--- config.mk ---
export PLATFORM = sky130hd
export DESIGN_NAME = aes128_round_sequencer_flat
export DESIGN_NICKNAME = d
export VERILOG_FILES = /design/src/rtl/aes128_round_sequencer_pkg.sv /design/src/rtl/aes128_round_sequencer_if.sv /design/src/rtl/aes128_round_sequencer_key_step.sv /design/src/rtl/aes128_round_sequencer.sv /design/src/flat_wrapper.sv
export SDC_FILE = /design/constraint.sdc
export NUM_CORES = 2
export LEC_CHECK = 0
export ABC_AREA = 1
export CORE_AREA = 2 2 306 308
export CTS_CLUSTER_DIAMETER = 100
export CTS_CLUSTER_SIZE = 28
export DETAILED_ROUTE_END_ITERATION = 10
export DIE_AREA = 0 0 308 310
export SLEW_MARGIN = 30
export SYNTH_ARGS = -nofsm -noshare
export SYNTH_HDL_FRONTEND = slang
export SYNTH_SLANG_ARGS = --single-unit
--- constraint.sdc ---
create_clock -name clk -period 2.9 [get_ports clk]
set_input_delay 0.58 -clock clk [delete_from_list [all_inputs] [get_ports clk]]
set_output_delay 0.58 -clock clk [all_outputs]
set_load 0.05 [all_outputs]
--- src/rtl/aes128_round_sequencer_pkg.sv ---
// Shared AES-128 definitions for the round sequencer slice.
//   NR_AES128   : round count for a 128-bit key
//   seq_state_e : sequencer FSM states
//   RCON        : round constants, index 0 belongs to round 1
//   SBOX        : forward S-box, indexed by the input byte
//   get_byte    : byte k of a 128-bit block in FIPS-197 order (byte 0 in [127:120])
package aes_pkg;

  localparam int unsigned NR_AES128 = 10;

  typedef enum logic [1:0] {
    IDLE,
    RUN,
    DONE
  } seq_state_e;

  localparam logic [7:0] RCON [10] = '{
    8'h01, 8'h02, 8'h04, 8'h08, 8'h10, 8'h20, 8'h40, 8'h80, 8'h1b, 8'h36
  };

  localparam logic [7:0] SBOX [256] = '{
    8'h63, 8'h7c, 8'h77, 8'h7b, 8'hf2, 8'h6b, 8'h6f, 8'hc5, 8'h30, 8'h01, 8'h67, 8'h2b, 8'hfe, 8'hd7, 8'hab, 8'h76,
    8'hca, 8'h82, 8'hc9, 8'h7d, 8'hfa, 8'h59, 8'h47, 8'hf0, 8'had, 8'hd4, 8'ha2, 8'haf, 8'h9c, 8'ha4, 8'h72, 8'hc0,
    8'hb7, 8'hfd, 8'h93, 8'h26, 8'h36, 8'h3f, 8'hf7, 8'hcc, 8'h34, 8'ha5, 8'he5, 8'hf1, 8'h71, 8'hd8, 8'h31, 8'h15,
    8'h04, 8'hc7, 8'h23, 8'hc3, 8'h18, 8'h96, 8'h05, 8'h9a, 8'h07, 8'h12, 8'h80, 8'he2, 8'heb, 8'h27, 8'hb2, 8'h75,
    8'h09, 8'h83, 8'h2c, 8'h1a, 8'h1b, 8'h6e, 8'h5a, 8'ha0, 8'h52, 8'h3b, 8'hd6, 8'hb3, 8'h29, 8'he3, 8'h2f, 8'h84,
    8'h53, 8'hd1, 8'h00, 8'hed, 8'h20, 8'hfc, 8'hb1, 8'h5b, 8'h6a, 8'hcb, 8'hbe, 8'h39, 8'h4a, 8'h4c, 8'h58, 8'hcf,
    8'hd0, 8'hef, 8'haa, 8'hfb, 8'h43, 8'h4d, 8'h33, 8'h85, 8'h45, 8'hf9, 8'h02, 8'h7f, 8'h50, 8'h3c, 8'h9f, 8'ha8,
    8'h51, 8'ha3, 8'h40, 8'h8f, 8'h92, 8'h9d, 8'h38, 8'hf5, 8'hbc, 8'hb6, 8'hda, 8'h21, 8'h10, 8'hff, 8'hf3, 8'hd2,
    8'hcd, 8'h0c, 8'h13, 8'hec, 8'h5f, 8'h97, 8'h44, 8'h17, 8'hc4, 8'ha7, 8'h7e, 8'h3d, 8'h64, 8'h5d, 8'h19, 8'h73,
    8'h60, 8'h81, 8'h4f, 8'hdc, 8'h22, 8'h2a, 8'h90, 8'h88, 8'h46, 8'hee, 8'hb8, 8'h14, 8'hde, 8'h5e, 8'h0b, 8'hdb,
    8'he0, 8'h32, 8'h3a, 8'h0a, 8'h49, 8'h06, 8'h24, 8'h5c, 8'hc2, 8'hd3, 8'hac, 8'h62, 8'h91, 8'h95, 8'he4, 8'h79,
    8'he7, 8'hc8, 8'h37, 8'h6d, 8'h8d, 8'hd5, 8'h4e, 8'ha9, 8'h6c, 8'h56, 8'hf4, 8'hea, 8'h65, 8'h7a, 8'hae, 8'h08,
    8'hba, 8'h78, 8'h25, 8'h2e, 8'h1c, 8'ha6, 8'hb4, 8'hc6, 8'he8, 8'hdd, 8'h74, 8'h1f, 8'h4b, 8'hbd, 8'h8b, 8'h8a,
    8'h70, 8'h3e, 8'hb5, 8'h66, 8'h48, 8'h03, 8'hf6, 8'h0e, 8'h61, 8'h35, 8'h57, 8'hb9, 8'h86, 8'hc1, 8'h1d, 8'h9e,
    8'he1, 8'hf8, 8'h98, 8'h11, 8'h69, 8'hd9, 8'h8e, 8'h94, 8'h9b, 8'h1e, 8'h87, 8'he9, 8'hce, 8'h55, 8'h28, 8'hdf,
    8'h8c, 8'ha1, 8'h89, 8'h0d, 8'hbf, 8'he6, 8'h42, 8'h68, 8'h41, 8'h99, 8'h2d, 8'h0f, 8'hb0, 8'h54, 8'hbb, 8'h16
  };

  function automatic logic [7:0] get_byte(input logic [127:0] blk, input int unsigned k);
    return blk[127 - 8*k -: 8];
  endfunction

endpackage

--- src/rtl/aes128_round_sequencer_if.sv ---
// Job handshake between the cipher wrapper and the round sequencer.
//   in_valid/in_ready   : plaintext+key offer, accepted when both high
//   plaintext, key      : 128-bit job inputs, FIPS-197 byte order
//   out_valid/out_ready : ciphertext hand-off, completed when both high
//   ciphertext          : 128-bit result, FIPS-197 byte order
// master = cipher wrapper side, slave = sequencer side.
interface aes128_round_sequencer_if;

  logic         in_valid;
  logic         in_ready;
  logic [127:0] plaintext;
  logic [127:0] key;
  logic         out_valid;
  logic         out_ready;
  logic [127:0] ciphertext;

  modport master (
    output in_valid, plaintext, key, out_ready,
    input  in_ready, out_valid, ciphertext
  );

  modport slave (
    input  in_valid, plaintext, key, out_ready,
    output in_ready, out_valid, ciphertext
  );

endinterface

--- src/rtl/aes128_round_sequencer_key_step.sv ---
// One step of the AES-128 on-the-fly key schedule (combinational).
//   rk      : current round key (w0 = rk[127:96])
//   rcon    : round constant for the key being produced
//   rk_next : following round key
module aes128_key_step
  import aes_pkg::*;
(
  input  logic [127:0] rk,
  input  logic [7:0]   rcon,
  output logic [127:0] rk_next
);

  logic [31:0] w0, w1, w2, w3;
  logic [31:0] t;
  logic [31:0] n0, n1, n2, n3;

  always_comb begin
    w0 = rk[127:96];
    w1 = rk[95:64];
    w2 = rk[63:32];
    w3 = rk[31:0];
    // w3 holds bytes 12..15; RotWord moves byte 13 to the front, rcon lands on that byte
    t  = {SBOX[get_byte(rk, 13)] ^ rcon,
          SBOX[get_byte(rk, 14)],
          SBOX[get_byte(rk, 15)],
          SBOX[get_byte(rk, 12)]};
    n0 = w0 ^ t;
    n1 = w1 ^ n0;
    n2 = w2 ^ n1;
    n3 = w3 ^ n2;
    rk_next = {n0, n1, n2, n3};
  end

endmodule

--- src/rtl/aes128_round_sequencer.sv ---
// Iterative AES-128 encryption controller. Owns the cipher state, the
// on-the-fly key schedule and the round counter; one external round
// datapath is reused for all ten rounds.
//   clk, rst_n : clock, synchronous active-low reset
//   job        : slave side of the plaintext/key in, ciphertext out handshake
//   busy       : high while a job is in RUN or DONE
//   dp_state   : state fed to the round datapath (0 outside RUN)
//   dp_key     : round key for the current round (0 outside RUN)
//   dp_last    : final round, datapath skips MixColumns
//   dp_result  : round datapath output
//   round_idx  : current round 1..NR, 0 outside RUN
module aes128_round_sequencer
  import aes_pkg::*;
#(
  parameter int unsigned NR = NR_AES128
) (
  input  logic                       clk,
  input  logic                       rst_n,
  aes128_round_sequencer_if.slave    job,
  output logic                       busy,
  output logic [127:0]               dp_state,
  output logic [127:0]               dp_key,
  output logic                       dp_last,
  input  logic [127:0]               dp_result,
  output logic [3:0]                 round_idx
);

  if (NR != NR_AES128) begin : g_bad_nr
    $fatal(1, "aes128_round_sequencer: only NR=10 (AES-128) is supported");
  end

  seq_state_e   fsm_q;
  logic [127:0] state_q;
  logic [127:0] rk_q;
  logic [127:0] ct_q;
  logic [3:0]   rnd_q;
  logic         in_ready_q;
  logic         out_valid_q;
  logic         busy_q;
  logic         dp_last_q;

  logic         run;
  logic [3:0]   rcon_idx;
  logic [7:0]   rcon_cur;
  logic [127:0] rk_next;

  // rnd_q runs 1..NR in RUN; RCON[0] belongs to round 1
  always_comb begin
    run      = (fsm_q == RUN);
    rcon_idx = rnd_q - 4'd1;
    rcon_cur = '0;
    if (run && (rcon_idx < 4'(NR))) begin
      rcon_cur = RCON[rcon_idx];
    end
  end

  aes128_key_step u_key_step (
    .rk      (rk_q),
    .rcon    (rcon_cur),
    .rk_next (rk_next)
  );

  always_ff @(posedge clk) begin
    if (!rst_n) begin
      fsm_q       <= IDLE;
      state_q     <= '0;
      rk_q        <= '0;
      ct_q        <= '0;
      rnd_q       <= '0;
      in_ready_q  <= 1'b1;
      out_valid_q <= 1'b0;
      busy_q      <= 1'b0;
      dp_last_q   <= 1'b0;
    end else begin
      case (fsm_q)
        IDLE: begin
          if (job.in_valid && in_ready_q) begin
            // initial AddRoundKey is folded into the accept
            state_q    <= job.plaintext ^ job.key;
            rk_q       <= job.key;
            rnd_q      <= 4'd1;
            fsm_q      <= RUN;
            in_ready_q <= 1'b0;
            busy_q     <= 1'b1;
            dp_last_q  <= 1'b0;
          end
        end
        RUN: begin
          state_q <= dp_result;
          rk_q    <= rk_next;
          if (rnd_q == 4'(NR)) begin
            ct_q        <= dp_result;
            rnd_q       <= '0;
            fsm_q       <= DONE;
            out_valid_q <= 1'b1;
            dp_last_q   <= 1'b0;
          end else begin
            rnd_q     <= rnd_q + 4'd1;
            // registered so it is high exactly while rnd_q == NR
            dp_last_q <= ((rnd_q + 4'd1) == 4'(NR));
          end
        end
        DONE: begin
          if (job.out_ready) begin
            fsm_q       <= IDLE;
            out_valid_q <= 1'b0;
            busy_q      <= 1'b0;
            in_ready_q  <= 1'b1;
          end
        end
        default: begin
          fsm_q <= IDLE;
        end
      endcase
    end
  end

  assign job.in_ready   = in_ready_q;
  assign job.out_valid  = out_valid_q;
  assign job.ciphertext = ct_q;

  assign busy      = busy_q;
  assign dp_last   = dp_last_q;
  assign round_idx = rnd_q;
  assign dp_state  = run ? state_q : '0;
  assign dp_key    = run ? rk_next : '0;

endmodule

--- src/flat_wrapper.sv ---
// flat-port wrapper written by rule: the top's interface ports become plain ports
module aes128_round_sequencer_flat import aes_pkg::*;
#(
  parameter int unsigned NR = NR_AES128
)
  (clk, rst_n, busy, dp_state, dp_key, dp_last, dp_result, round_idx, job_in_valid, job_plaintext, job_key, job_out_ready, job_in_ready, job_out_valid, job_ciphertext);
  aes128_round_sequencer_if job_i ();
  input  logic clk;
  input  logic rst_n;
  output logic busy;
  output logic [127:0] dp_state;
  output logic [127:0] dp_key;
  output logic dp_last;
  input  logic [127:0] dp_result;
  output logic [3:0] round_idx;
  input wire logic [$bits(job_i.in_valid)-1:0] job_in_valid;
  input wire logic [$bits(job_i.plaintext)-1:0] job_plaintext;
  input wire logic [$bits(job_i.key)-1:0] job_key;
  input wire logic [$bits(job_i.out_ready)-1:0] job_out_ready;
  output wire logic [$bits(job_i.in_ready)-1:0] job_in_ready;
  output wire logic [$bits(job_i.out_valid)-1:0] job_out_valid;
  output wire logic [$bits(job_i.ciphertext)-1:0] job_ciphertext;
  assign job_i.in_valid = job_in_valid;
  assign job_i.plaintext = job_plaintext;
  assign job_i.key = job_key;
  assign job_i.out_ready = job_out_ready;
  assign job_in_ready = job_i.in_ready;
  assign job_out_valid = job_i.out_valid;
  assign job_ciphertext = job_i.ciphertext;
  aes128_round_sequencer #(.NR(NR)) u_core (.clk(clk), .rst_n(rst_n), .job(job_i), .busy(busy), .dp_state(dp_state), .dp_key(dp_key), .dp_last(dp_last), .dp_result(dp_result), .round_idx(round_idx));
endmodule
==> impl_metrics.toml <==
[status]
run_status = "finished, violations left"
failed_checks = "negative setup slack"

[setup_path]
crit_required_ns = 2.32
r2r-end = "u_core.rk_q[88]$_SDFFE_PN0P_"
ff2ff_path_depth = 25
timing.critical_path.to_type = "output pin"
worst_endpoint_data_arrival_time_ns = 3.56
critPathTopFamily = "simple AND/OR/NAND/NOR gates"
cp.depth = 19
path_class = "reg -> out"
path_max_fanout = 8
setup.worst_path.start_class = "flop"
cpMaxStageDelayCell = "sky130_fd_sc_hd__dfxtp_4"
cpMostUsedCell = "sky130_fd_sc_hd__nand2_1"
slowest_delay_ns = 0.39
r2r_slack_ns = -1.05
cp_cell_sequence = "buf_4 > ha_1 > buf_4 > nor2_1 > nor2_1 > nand2_1 > nand3_1 > nand3_1 > nand3_2 > nand3_4 > nand3_1 > nand3_2 > nand2_2 > nand2_1 > nand2_1 > nand2_1 > nand3_2 > clkinvlp_4 > buf_12"
timing.rr.start = "u_core.rk_q[16]$_SDFFE_PN0P_"
count_of_buffering_cells_on_the_critical_path_with_inverters_included = 4

[sta]
finalHoldViolations = 0
hold_slack_ns = 0.3667
setup_slack_ns = -1.240
setup_viol = 286
fmaxAchievable_ghz = 0.2416
final.setup_skew_ns = 0.03605
fin_crit_sh = 1.427
finalWorstPathRequiredPeriod_ns = 4.140
rsz0062_at_grt = "true"
timing.final.max_slew_violations = 0
max_slew_margin = 0.2862
transition_time_at_the_pin_with_the_least_slew_margin_ns = 1.071

[die]
die_y_um = 310
die_width_um = 308
design.portCount = 780
floorplan.initialDensity = 0.3527
core_area_um2 = 92490
die_area_um2 = 95480
row_count = 112

[detailed_routing]
vias_per_cell = 5.999
drt.antenna.violating_nets = 0
total_routed_wirelength_mm = 256.7
routedWlPerCell_um = 29.93
drt_iter0_markers = 7251
num_vias = 51461
remaining_routing_drc_violations = 0
dr.pass1.iters = 9

[synth]
yosys_register_bits = 394
synthTopCellsByArea = "sky130_fd_sc_hd__dfxtp_1 24%, sky130_fd_sc_hd__nand3_1 20%, sky130_fd_sc_hd__nand2_1 20%"
synth_warnings = 0
yosys.area.top_type = "sky130_fd_sc_hd__dfxtp_1"
synth.cell_area_um2 = 32620
yosys.area.top_type_share = 0.2418
ys_seq_area_frac = 0.2418
postSynthNetCount = 6086
post_synth.cell_area_avg_um2 = 5.790
netlist-cell-type-count = 39
syn_inst = 5633

[finish]
final_layout_size_suffix_gt1_frac = 0.3920
layout.cells.most_common_list = "1337 x sky130_fd_sc_hd__nand2_1, 1009 x sky130_fd_sc_hd__buf_4, 812 x sky130_fd_sc_hd__nand3_1, 522 x sky130_fd_sc_hd__clkdlybuf4s50_1, 454 x sky130_fd_sc_hd__inv_1"
multi_input_comb_area_um2 = 27340
fin_nets = 7797
area.sequential_um2 = 7936
layout.filler_cells = 7287
area_growth_syn_to_layout_pct = 91.46
layout_commonest_cell = "sky130_fd_sc_hd__nand2_1"
finish.cell_count_without_fillers = 8578

[pwr]
power_per_cell_area_nw_per_um2 = 590.9
power_uw = 36900
cellLeakagePower_uw = 0.02825
ir_drop_v = 0.0004843

[clocking]
cts.sinks = 394
clock-root-buffer = "sky130_fd_sc_hd__clkbuf_16"
cts_tree = "yes"
postCtsHoldBufs = 0
htree_levels = 1
max-clock-path-buffers = 3
clock_pin_slew_worst_setup_and_hold_paths_ns = 0.11
clk_latency_ns = 0.63
cts_buffers = 23

[placed_design]
gp_congestion = 1.150
numPortBuffers = 779
placed_cells = 8343
hpwl_mm = 199.1

[hold_path]
hold-path-cell-count = 2
min_from = "rst_n"
hp-class = "in -> reg"
hold-path-endpoint = "u_core.rk_q[94]$_SDFFE_PN0P_"

[global_route]
grt_start_max_net_pins = 106
track_usage = 0.5065
vias_in_the_first_global_route = 49931
antenna_found_initial = 42
gr-total-overflow = 0
grt_pass1_wl_mm = 352.1

[flow_run]
max_cap_viols = 0
==> how the worst max path moves through the flow <==
stage,from,to,slack [ns]
detailed placement,u_core.rk_q[25]$_SDFFE_PN0P_,dp_key[1],-0.78
CTS,u_core.rk_q[16]$_SDFFE_PN0P_,dp_key[56],-1.12
global placement,u_core.rk_q[25]$_SDFFE_PN0P_,dp_key[34],-0.72
floorplan,u_core.rk_q[25]$_SDFFE_PN0P_,dp_key[96],-0.16
global route,u_core.rk_q[25]$_SDFFE_PN0P_,dp_key[4],-1.30
finish,u_core.rk_q[25]$_SDFFE_PN0P_,dp_key[1],-1.24
==> timing repair <==
action	CTS	global route
gates cloned	2	2
gates resized for setup	1246	376
pin swaps	273	227
hold endpoints to repair	0	0
buffers inserted	156	34
endpoints found under the setup margin	313	309
==> cell type report <==
type / count / area share
diodes: 26 / 0.001042
clock buffers: 24 / 0.009437
clock inverters: 12 / 0.003186
inverters: 620 / 0.04374
multi-input cells: 4246 / 0.4377
flip-flops and latches: 394 / 0.1271
well taps: 1197 / 0.02398
repair buffers: 2059 / 0.3538
==> cells in the mapped netlist (all sizes together) <==
library cell	n
nand4	24
a31oi	55
buf	185
nand2	1773
or2	3
o21ai	149
o211ai	9
dfxtp	394
xor2	23
nor3	2
clkinv	8
ha	65
nand3b	14
xnor2	108
a21oi	221
clkbuf	188
o31ai	2
o311ai	1
nor2	315
inv	612
o221ai	128
o21a	35
o22ai	1
nand3	1318
==> where the power goes <==
part	internal [uW]	switching, uW	total (uW)
clock network	1620	2440	4060
logic	10700	15800	26500
registers	5870	436	6310
total	18200	18700	36900
==> flip-flops by register name, indices dropped and copies added, names as in the netlist <==
name and count:
u_core.fsm_q 2, u_core.busy 1, u_core.job.ciphertext 128, u_core.dp_last 1
u_core.rk_q 128, u_core.job.out_valid 1, u_core.round_idx 4, u_core.state_q 128
u_core.job.in_ready 1
==> stage by stage <==
step	setup TNS [ns]	util	worst slack [ns]	instance area [um2]
after floorplan	-3.032	-	-0.1624	33670
after global placement	-59.42	0.5773	-0.7187	53400
after detailed placement	-62.71	0.5773	-0.7848	53400
after CTS	-158.89	0.6533	-1.116	60420
after global routing	-198.51	0.6750	-1.303	62430
final	-184.22	0.6752	-1.240	62450
==> routing by layer <==
layer | wire [um] | share of wire | GRT usage | vias to the layer above
met3 | 31220 | 0.12 | 0.1691 | 1211
met2 | 106300 | 0.41 | 0.7446 | 3925
met5 | 319 | 0.0012 | 0.01314 | -
li1 | - | - | - | 21909
met1 | 90030 | 0.35 | 0.5828 | 24390
met4 | 28920 | 0.11 | 0.4565 | 26
==> logic make-up (layout without fill, tap and decap cells) <==
| logic type | after synthesis | after routing | synth area share |
|---|---|---|---|
| adder cells (fa/ha/maj) | 65 | 65 | 0.02493 |
| AND/OR/NAND/NOR | 3449 | 3449 | 0.4577 |
| flip-flops | 394 | 394 | 0.2418 |
| other | 0 | 26 | 0 |
| buffers and inverters | 993 | 2715 | 0.1271 |
| AO/OA/AOI/OAI | 601 | 601 | 0.1133 |
| XOR/XNOR | 131 | 131 | 0.03518 |
Note: power is estimated with default switching activity, not from simulation.
